--- config.mk ---
export PLATFORM = sky130hd
export DESIGN_NAME = systolic_array_controller_flat
export DESIGN_NICKNAME = d
export VERILOG_FILES = /design/src/rtl/systolic_pkg.sv /design/src/rtl/systolic_array_controller_if.sv /design/src/rtl/skew_delay_line.sv /design/src/rtl/systolic_array_controller.sv /design/src/flat_wrapper.sv
export SDC_FILE = /design/constraint.sdc
export NUM_CORES = 1
export LEC_CHECK = 0
export ABC_AREA = 0
export ABC_CLOCK_PERIOD_IN_PS = 3500
export BUFFER_PORTS_ARGS = -buffer_cell sky130_fd_sc_hd__buf_4
export CORE_MARGIN = 10
export CORE_UTILIZATION = 59
export CTS_CLUSTER_DIAMETER = 100
export CTS_CLUSTER_SIZE = 10
export DETAILED_ROUTE_END_ITERATION = 16
export GPL_ROUTABILITY_DRIVEN = 0
export HOLD_SLACK_MARGIN = 0.03
export PLACE_DENSITY = 0.95
export RECOVER_POWER = 25
export SETUP_SLACK_MARGIN = 0.05
export SYNTH_ARGS = -nofsm -noshare
export SYNTH_HDL_FRONTEND = slang
export SYNTH_HIERARCHICAL = 1
export SYNTH_SLANG_ARGS = --single-unit
--- constraint.sdc ---
create_clock -name clk -period 3.5 [get_ports clk]
set_input_delay 0.175 -clock clk [delete_from_list [all_inputs] [get_ports clk]]
set_output_delay 0.175 -clock clk [all_outputs]
set_load 0.02 [all_outputs]
--- src/rtl/systolic_pkg.sv ---
// Shared constants for the systolic array sequencer: default geometry,
// state encoding and PE mode values.
package systolic_pkg;

    localparam int unsigned DEF_N     = 4;
    localparam int unsigned DEF_K_MAX = 16;

    localparam int unsigned STATE_W = 3;

    localparam logic [STATE_W-1:0] ST_IDLE  = 3'd0;
    localparam logic [STATE_W-1:0] ST_CLEAR = 3'd1;
    localparam logic [STATE_W-1:0] ST_FEED  = 3'd2;
    localparam logic [STATE_W-1:0] ST_FLUSH = 3'd3;
    localparam logic [STATE_W-1:0] ST_DRAIN = 3'd4;
    localparam logic [STATE_W-1:0] ST_DONE  = 3'd5;

    localparam logic MODE_COMPUTE = 1'b0;
    localparam logic MODE_DRAIN   = 1'b1;

endpackage

--- src/rtl/systolic_array_controller_if.sv ---
// Host / operand-buffer / PE-array control bundle of the systolic sequencer.
interface systolic_array_controller_if
    import systolic_pkg::*;
#(
    parameter int unsigned N     = DEF_N,
    parameter int unsigned K_MAX = DEF_K_MAX,
    parameter int unsigned KW    = $clog2(K_MAX + 1),
    parameter int unsigned AW    = $clog2(K_MAX),
    parameter int unsigned RW    = $clog2(N)
);

    logic          start;
    logic [KW-1:0] k_len;
    logic          busy;
    logic          done;
    logic          rd_en;
    logic [AW-1:0] rd_addr;
    logic [N-1:0]  row_en;
    logic [N-1:0]  col_en;
    logic          pe_clr;
    logic          pe_mode;
    logic          drain_valid;
    logic [RW-1:0] drain_row;

    modport master (
        input  start, k_len,
        output busy, done, rd_en, rd_addr, row_en, col_en,
               pe_clr, pe_mode, drain_valid, drain_row
    );

    modport slave (
        output start, k_len,
        input  busy, done, rd_en, rd_addr, row_en, col_en,
               pe_clr, pe_mode, drain_valid, drain_row
    );

endinterface

--- src/rtl/skew_delay_line.sv ---
// Shift register of the buffer read strobe; tap i is the input delayed 1+i cycles.
module skew_delay_line #(
    parameter int unsigned N = 4
) (
    input  logic         clk,
    input  logic         rst_n,
    input  logic         in_en,
    output logic [N-1:0] out_en
);

    logic [N-1:0] sr_q;
    logic [N-1:0] sr_d;

    always_comb begin
        sr_d = {sr_q[N-2:0], in_en};
    end

    always_ff @(posedge clk or negedge rst_n) begin
        if (!rst_n) begin
            sr_q <= '0;
        end else begin
            sr_q <= sr_d;
        end
    end

    assign out_en = sr_q;

endmodule

--- src/rtl/systolic_array_controller.sv ---
// Sequencer for an NxN output-stationary PE array: clear, skewed operand feed,
// wavefront flush and bottom-row-first drain. Carries no datapath.
module systolic_array_controller
    import systolic_pkg::*;
#(
    parameter int unsigned N     = DEF_N,
    parameter int unsigned K_MAX = DEF_K_MAX
) (
    input  logic                        clk,
    input  logic                        rst,
    systolic_array_controller_if.master bus
);

    localparam int unsigned KW = $clog2(K_MAX + 1);
    localparam int unsigned AW = $clog2(K_MAX);
    localparam int unsigned RW = $clog2(N);
    // Step counter must reach k_len+2N-2 for the largest k_len without wrapping.
    localparam int unsigned TW = $clog2(K_MAX + 2 * N - 1);

    logic [STATE_W-1:0] state_q, state_d;
    logic [TW-1:0]      t_q, t_d;
    logic [RW-1:0]      d_q, d_d;
    logic [KW-1:0]      k_q, k_d;

    logic               busy_q, busy_d;
    logic               done_q, done_d;
    logic               rd_en_q, rd_en_d;
    logic [AW-1:0]      rd_addr_q, rd_addr_d;
    logic               pe_clr_q, pe_clr_d;
    logic               pe_mode_q, pe_mode_d;
    logic               drain_valid_q, drain_valid_d;
    logic [RW-1:0]      drain_row_q, drain_row_d;

    logic [N-1:0]       row_en_w;
    logic [N-1:0]       col_en_w;

    // Next state plus outputs decoded from the next state, so every output is a flop.
    always_comb begin
        state_d       = state_q;
        t_d           = t_q;
        d_d           = d_q;
        k_d           = k_q;
        busy_d        = 1'b0;
        done_d        = 1'b0;
        rd_en_d       = 1'b0;
        rd_addr_d     = '0;
        pe_clr_d      = 1'b0;
        pe_mode_d     = MODE_COMPUTE;
        drain_valid_d = 1'b0;
        drain_row_d   = '0;

        case (state_q)
            ST_IDLE: begin
                if (bus.start && (bus.k_len != '0) && (bus.k_len <= KW'(K_MAX))) begin
                    state_d = ST_CLEAR;
                    k_d     = bus.k_len;
                    t_d     = '0;
                    d_d     = '0;
                end
            end
            ST_CLEAR: begin
                state_d = ST_FEED;
                t_d     = '0;
            end
            ST_FEED: begin
                t_d = t_q + TW'(1);
                if ((t_q + TW'(1)) == TW'(k_q)) begin
                    state_d = ST_FLUSH;
                end
            end
            ST_FLUSH: begin
                t_d = t_q + TW'(1);
                if (t_q == (TW'(k_q) + TW'(2 * N - 2))) begin
                    state_d = ST_DRAIN;
                    d_d     = '0;
                end
            end
            ST_DRAIN: begin
                d_d = d_q + RW'(1);
                if (d_q == RW'(N - 1)) begin
                    state_d = ST_DONE;
                end
            end
            ST_DONE: begin
                state_d = ST_IDLE;
            end
            default: begin
                state_d = ST_IDLE;
            end
        endcase

        busy_d        = (state_d != ST_IDLE);
        done_d        = (state_d == ST_DONE);
        pe_clr_d      = (state_d == ST_CLEAR);
        rd_en_d       = (state_d == ST_FEED);
        rd_addr_d     = rd_en_d ? AW'(t_d) : '0;
        drain_valid_d = (state_d == ST_DRAIN);
        pe_mode_d     = drain_valid_d ? MODE_DRAIN : MODE_COMPUTE;
        drain_row_d   = drain_valid_d ? (RW'(N - 1) - d_d) : '0;
    end

    always_ff @(posedge clk or negedge rst) begin
        if (!rst) begin
            state_q       <= ST_IDLE;
            t_q           <= '0;
            d_q           <= '0;
            k_q           <= '0;
            busy_q        <= 1'b0;
            done_q        <= 1'b0;
            rd_en_q       <= 1'b0;
            rd_addr_q     <= '0;
            pe_clr_q      <= 1'b0;
            pe_mode_q     <= MODE_COMPUTE;
            drain_valid_q <= 1'b0;
            drain_row_q   <= '0;
        end else begin
            state_q       <= state_d;
            t_q           <= t_d;
            d_q           <= d_d;
            k_q           <= k_d;
            busy_q        <= busy_d;
            done_q        <= done_d;
            rd_en_q       <= rd_en_d;
            rd_addr_q     <= rd_addr_d;
            pe_clr_q      <= pe_clr_d;
            pe_mode_q     <= pe_mode_d;
            drain_valid_q <= drain_valid_d;
            drain_row_q   <= drain_row_d;
        end
    end

    // Row and column feeds share the same skew; one line per array edge.
    skew_delay_line #(.N(N)) u_row_skew (
        .clk    (clk),
        .rst_n  (rst),
        .in_en  (rd_en_q),
        .out_en (row_en_w)
    );

    skew_delay_line #(.N(N)) u_col_skew (
        .clk    (clk),
        .rst_n  (rst),
        .in_en  (rd_en_q),
        .out_en (col_en_w)
    );

    assign bus.busy        = busy_q;
    assign bus.done        = done_q;
    assign bus.rd_en       = rd_en_q;
    assign bus.rd_addr     = rd_addr_q;
    assign bus.row_en      = row_en_w;
    assign bus.col_en      = col_en_w;
    assign bus.pe_clr      = pe_clr_q;
    assign bus.pe_mode     = pe_mode_q;
    assign bus.drain_valid = drain_valid_q;
    assign bus.drain_row   = drain_row_q;

endmodule

--- src/flat_wrapper.sv ---
// flat-port wrapper written by rule: the top's interface ports become plain ports
module systolic_array_controller_flat import systolic_pkg::*;
#(
    parameter int unsigned N     = DEF_N,
    parameter int unsigned K_MAX = DEF_K_MAX
)
  (clk, rst, bus_start, bus_k_len, bus_busy, bus_done, bus_rd_en, bus_rd_addr, bus_row_en, bus_col_en, bus_pe_clr, bus_pe_mode, bus_drain_valid, bus_drain_row);
  systolic_array_controller_if #(.N(N), .K_MAX(K_MAX)) bus_i ();
  input  logic clk;
  input  logic rst;
  input wire logic [$bits(bus_i.start)-1:0] bus_start;
  input wire logic [$bits(bus_i.k_len)-1:0] bus_k_len;
  output wire logic [$bits(bus_i.busy)-1:0] bus_busy;
  output wire logic [$bits(bus_i.done)-1:0] bus_done;
  output wire logic [$bits(bus_i.rd_en)-1:0] bus_rd_en;
  output wire logic [$bits(bus_i.rd_addr)-1:0] bus_rd_addr;
  output wire logic [$bits(bus_i.row_en)-1:0] bus_row_en;
  output wire logic [$bits(bus_i.col_en)-1:0] bus_col_en;
  output wire logic [$bits(bus_i.pe_clr)-1:0] bus_pe_clr;
  output wire logic [$bits(bus_i.pe_mode)-1:0] bus_pe_mode;
  output wire logic [$bits(bus_i.drain_valid)-1:0] bus_drain_valid;
  output wire logic [$bits(bus_i.drain_row)-1:0] bus_drain_row;
  assign bus_i.start = bus_start;
  assign bus_i.k_len = bus_k_len;
  assign bus_busy = bus_i.busy;
  assign bus_done = bus_i.done;
  assign bus_rd_en = bus_i.rd_en;
  assign bus_rd_addr = bus_i.rd_addr;
  assign bus_row_en = bus_i.row_en;
  assign bus_col_en = bus_i.col_en;
  assign bus_pe_clr = bus_i.pe_clr;
  assign bus_pe_mode = bus_i.pe_mode;
  assign bus_drain_valid = bus_i.drain_valid;
  assign bus_drain_row = bus_i.drain_row;
  systolic_array_controller #(.N(N), .K_MAX(K_MAX)) u_core (.clk(clk), .rst(rst), .bus(bus_i));
endmodule
* Word level (Yosys, flattened, before mapping)
Index checks and enable logic that the tools add are counted. Widths: inputs -> output; s select.
Word-level totals: bits in registers 35, latch bits 0, RAM bits 0, memory bits (read-only) 0, input port bits 8, logic and storage cells 54, memories kept 0
Operators by class: add/sub/neg operators 4, $mul 0, divide/modulo/power cells 0, order comparisons 1, equality and inequality tests 12, shift operators 0, mux-type cells 13, bitwise gates (word level) 0, reductions and logical operators 9
Operators with widths (number):
- $pmux 3 s5 | 1
- $pmux 5 s3 | 1
- $mux 3 | 4
- $eq 5x5->1 | 2
- $eq 3x2->1 const B | 3
- $eq 3x3->1 const B | 3
- $eq 3x1->1 const B | 2
- $mux 2 | 3
- $pmux 2 s3 | 1
- $reduce_bool 3->1 | 2
- $add 5x1->5 const B | 1
- $add 5x3->5 const B | 1
- $le 5x5->1 const B | 1
- $mux 5 | 1
- $reduce_bool 5->1 | 1
- $mux 4 | 1
- $reduce_and 2->1 | 2
- $logic_not 3->1 | 1
- $add 2x1->2 const B | 1
- $eq 2x2->1 const B | 1
- $logic_and 1x1->1 | 2
- $ne 2x1->1 const B | 1
- $reduce_or 2->1 | 1
- $sub 2x2->2 const A | 1
- $mux 1 | 1

* Depth between registers and ports, before layout
word-level depth 7, mapped depth 7

* Hierarchy
Netlist, hierarchy kept.
By module, submodules not included:
- systolic_array_controller | times used 1, cells each 130, area each 1370.1 sq um, seq. area each 650.6 sq um
- skew_delay_line | times used 2, cells each 4, area each 100.1 sq um, seq. area each 100.1 sq um

* Worst setup path after synthesis
No wires, ideal clock.
path type register -> register, start point reg u_core.t_q[0], end point reg u_core.rd_addr_q[1], in the netlist u_core/bus.rd_addr[1], setup time 128 ps, arrival time 1724 ps, required time 3372 ps, slack 1649 ps, stages on the path, launching flop included 7, path through dfrtp_1 -> ha_1 -> or3b_1 -> o211a_1 -> o32a_1 -> o31ai_4 -> nor2b_1
Between the ends: word-level cells in the longest chain between the ends 6, elaborated cells on any way between the ends 9, those cells by class 1 x add/sub; 3 x eq/ne; 5 x mux
RTL lines:
- start: declaration | line systolic_array_controller.sv:21 | logic [TW-1:0] t_q, t_d;
- start signal: assignment | line systolic_array_controller.sv:118 | t_q <= t_d;
- $add 5x1->5 | line systolic_array_controller.sv:66, systolic_array_controller.sv:67, systolic_array_controller.sv:72
- $eq 5x5->1 | line systolic_array_controller.sv:67 | if ((t_q + TW'(1)) == TW'(k_q)) begin
- $mux 3 | line systolic_array_controller.sv:67
- $pmux 3 s5 | line systolic_array_controller.sv:52 | case (state_q)
- $eq 3x2->1 | line systolic_array_controller.sv:95 | rd_en_d = (state_d == ST_FEED);
- $mux 4 * | line systolic_array_controller.sv:96 | rd_addr_d = rd_en_d ? AW'(t_d) : '0;
- named net u_core.rd_addr_d[1] | line systolic_array_controller.sv:28 | logic [AW-1:0] rd_addr_q, rd_addr_d;
- end signal: assignment | line systolic_array_controller.sv:124 | rd_addr_q <= rd_addr_d;
- end: declaration | line systolic_array_controller.sv:28
The timed path passes the listed nets; every way through them passes the cells marked *. A chain may end at the register's enable or synchronous reset.

* Worst setup path after layout
start point reg u_core.t_q[0], end point reg u_core.rd_addr_q[3], in the netlist u_core/bus.rd_addr[3]
Same word-level chain as after synthesis.

==> flow_summary.ini <==
[outcome]
status = finished, violations left
violations = max-capacitance violations, max-slew violations

[final_layout]
n_antenna_cell = 0
seq_area_um2 = 851
multi_input_area_um2 = 651
fin_util = 0.734
layout-drive-gt1-share = 0.280
fillCellCount = 183
finalNetCount = 178
area_growth_pct = 16.8

[synth]
ys_ff_latch = 34
synth-simple-area-share = 0.173
synth-edff-count = 0
synth-compound-area-share = 0.114
synth_area_leaders = dfrtp_1, mux2_2, xnor2_1
synth.top_cell.area_share = 0.542
syn_area_um2 = 1570
synth_area_leader_cell = dfrtp_1
synth_common_cells = dfrtp_1, nand2_1, nor2_1
synth_fa_ha_area_frac = 0.0239
synth_top_family_by_area = simple AND/OR/NAND/NOR gates
muxShareOfSynthArea = 0.0422
yosysMostFrequentCell = dfrtp_1
ys_async_sr_fraction = 1.00
synth_nets = 149
seq_area_frac_synth = 0.542
synth_cell_types = 45
synthFlopType = dfrtp_1
synth_xor_area_frac = 0.0614
syn_area_per_cell_um2 = 11.4
yosysWarnings = 6
synthCells = 138

[cts]
cts_htree_levels = 2
cts_root_buffer = clkbuf_4
clock_path_buffers = 2
clk_latency_ps = 340
clkSinkCount = 34
ctsResizeCount = 0
cts_tree = yes
clk_pin_slew_worst_paths_ps = 100
cts_buffers = 5

[route]
wl_met3_um = 264
topRoutingLayerUsed = met4
wirelength_um = 3030
wl_met2_um = 1450
vias_per_cell = 5.68
ant_nets = 0
wire_per_inst_um = 15.3
wl_met1_um = 1240
firstDrtPassIters = 4
vias = 1125
post-route-drc-count = 0
drt_iter0_markers = 56

[floorplanning]
die_y_um = 71.6
die_x_um = 71.6
ios = 28
die_area_um2 = 5130
initial_core_util = 0.628
rows = 18
coreArea_um2 = 2500

[critical_path]
critPathMaxFanout = 6
critPathKind = flip-flop to flip-flop
critPathArrivalTime_ps = 2310
critPathRequiredTime_ps = 3710
crit_path_end_kind = flip-flop
r2r-end = u_core/bus.rd_addr[3]
r2r-start = u_core/t_q[0]
r2r_cells = 6
startpoint_type = flip-flop
reg2reg_setup_slack_ps = 1410

[power]
p_total_mw = 0.910
power.density_nw_per_um2 = 496
vdd_drop_max_uv = 471
leakage_nw = 0.940

[sta]
finClkSkew_ps = 6.26
max_slew_margin = -0.135
hold_viol_final = 0
setup_viol = 0
fmax_mhz = 478
min_period_ps = 2090
setup_tns_ps = 0
worst_slew_pin_slew_ps = 1700
fin_crit_sh = 0.598
rsz0062_at_grt = no
finalMaxSlewViolations = 35

[flow_run]
maxCapViolCount = 1

[worst_hold_path]
holdPathEnd = u_core/k_q[0]
hold_depth = 2
hold_path_class = input port to flip-flop
hold_path_startpoint = bus_k_len[0]

[grt]
antenna_found_initial = 0
grt_pass1_wl_um = 5240
grt.overflow.total = 0
grt_max_degree = 35
grt.total_usage = 0.126
grt_pass1_vias = 1173

[placement]
numPortBuffers = 27
dp_hpwl_um = 2340
[how the worst max path moves through the flow]
stage                        startpoint               endpoint  slack (ps)  cells after the start
after floorplan           u_core/t_q[0]  u_core/bus.rd_addr[1]        1650                      6
after global placement    u_core/t_q[0]  u_core/bus.rd_addr[2]        1560                      6
after detailed placement  u_core/t_q[0]  u_core/bus.rd_addr[3]        1460                      6
after CTS                 u_core/t_q[0]  u_core/bus.rd_addr[3]        1430                      6
after global routing      u_core/t_q[0]  u_core/bus.rd_addr[3]        1300                      6
final                     u_core/t_q[0]  u_core/bus.rd_addr[3]        1410                      6
[critical path, stage by stage (launching register included)]
cell and delay [ps]:
dfrtp_1 470, ha_1 300, or3b_1 380, o211a_1 130
o32a_1 340, o31ai_4 250, a21oi_1 90
[cells in the final DEF (no fill, tap or decap), types with 5 or more instances in the layout]
cell      count
a21oi_1       5
buf_4        26
clkbuf_4      5
dfrtp_1      34
inv_1         6
mux2_2        5
nand2_1      10
nand2b_1      5
nor2_1        8
nor3_1        5
o21ai_0       5
xnor2_1       6
xor2_1        5
[power by group]
part,internal [mW],leakage (nW),switching (mW)
Clock,0.0964,0.0343,0.128
Combinational,0.0967,0.456,0.122
Sequential,0.427,0.450,0.0392
Total,0.620,0.940,0.290
[flip-flops by register name (all words and copies together), names as in the netlist, 2 cells and up]
register / count
u_core/t_q: 5
u_core/u_row_skew/out_en: 4
u_core/state_q: 3
u_core/d_q: 2
u_core/bus.drain_row: 2
u_core/k_q: 5
u_core/u_col_skew/out_en: 4
u_core/bus.rd_addr: 4
[cells by family after synthesis]
| logic type | after synthesis |
|---|---|
| AO/OA/AOI/OAI | 23 |
| XOR/XNOR | 11 |
| adder cells (fa/ha/maj) | 3 |
| buffers and inverters | 12 |
| flip-flops | 34 |
| multiplexers | 6 |
| AND/OR/NAND/NOR | 49 |
[metrics by stage]
stage / hold slack (ps) / instances / instance area, um^2 / worst slack, ps
3_3_place_gp: 129 / 189 / 1760 / 1560
6_report: 82.0 / 198 / 1830 / 1410
4_1_cts: 67.3 / 198 / 1840 / 1430
3_5_place_dp: 137 / 189 / 1760 / 1460
5_1_grt: 70.7 / 198 / 1830 / 1300
2_1_floorplan: -121 / 138 / 1570 / 1650
[routing by layer]
metal,up-vias,track usage
met5,-,0
met4,0,0.0602
met3,9,0.0620
met2,47,0.201
met1,535,0.138
li1,534,-
[repair_timing]
| item | CTS | global route |
|---|---|---|
| hold endpoints to repair | 34 | 0 |
| setup buffers | 0 | 0 |
| hold buffers | 1 | 0 |
[cell type report]
class,instances,share of cell area
timing repair buffer,28,0.114
tap,30,0.0205
clock inverter,2,0.00682
multi-input combinational,92,0.355
inverter,6,0.0123
sequential,34,0.464
clock buffer,6,0.0280
(Power assumes the default switching activity.)
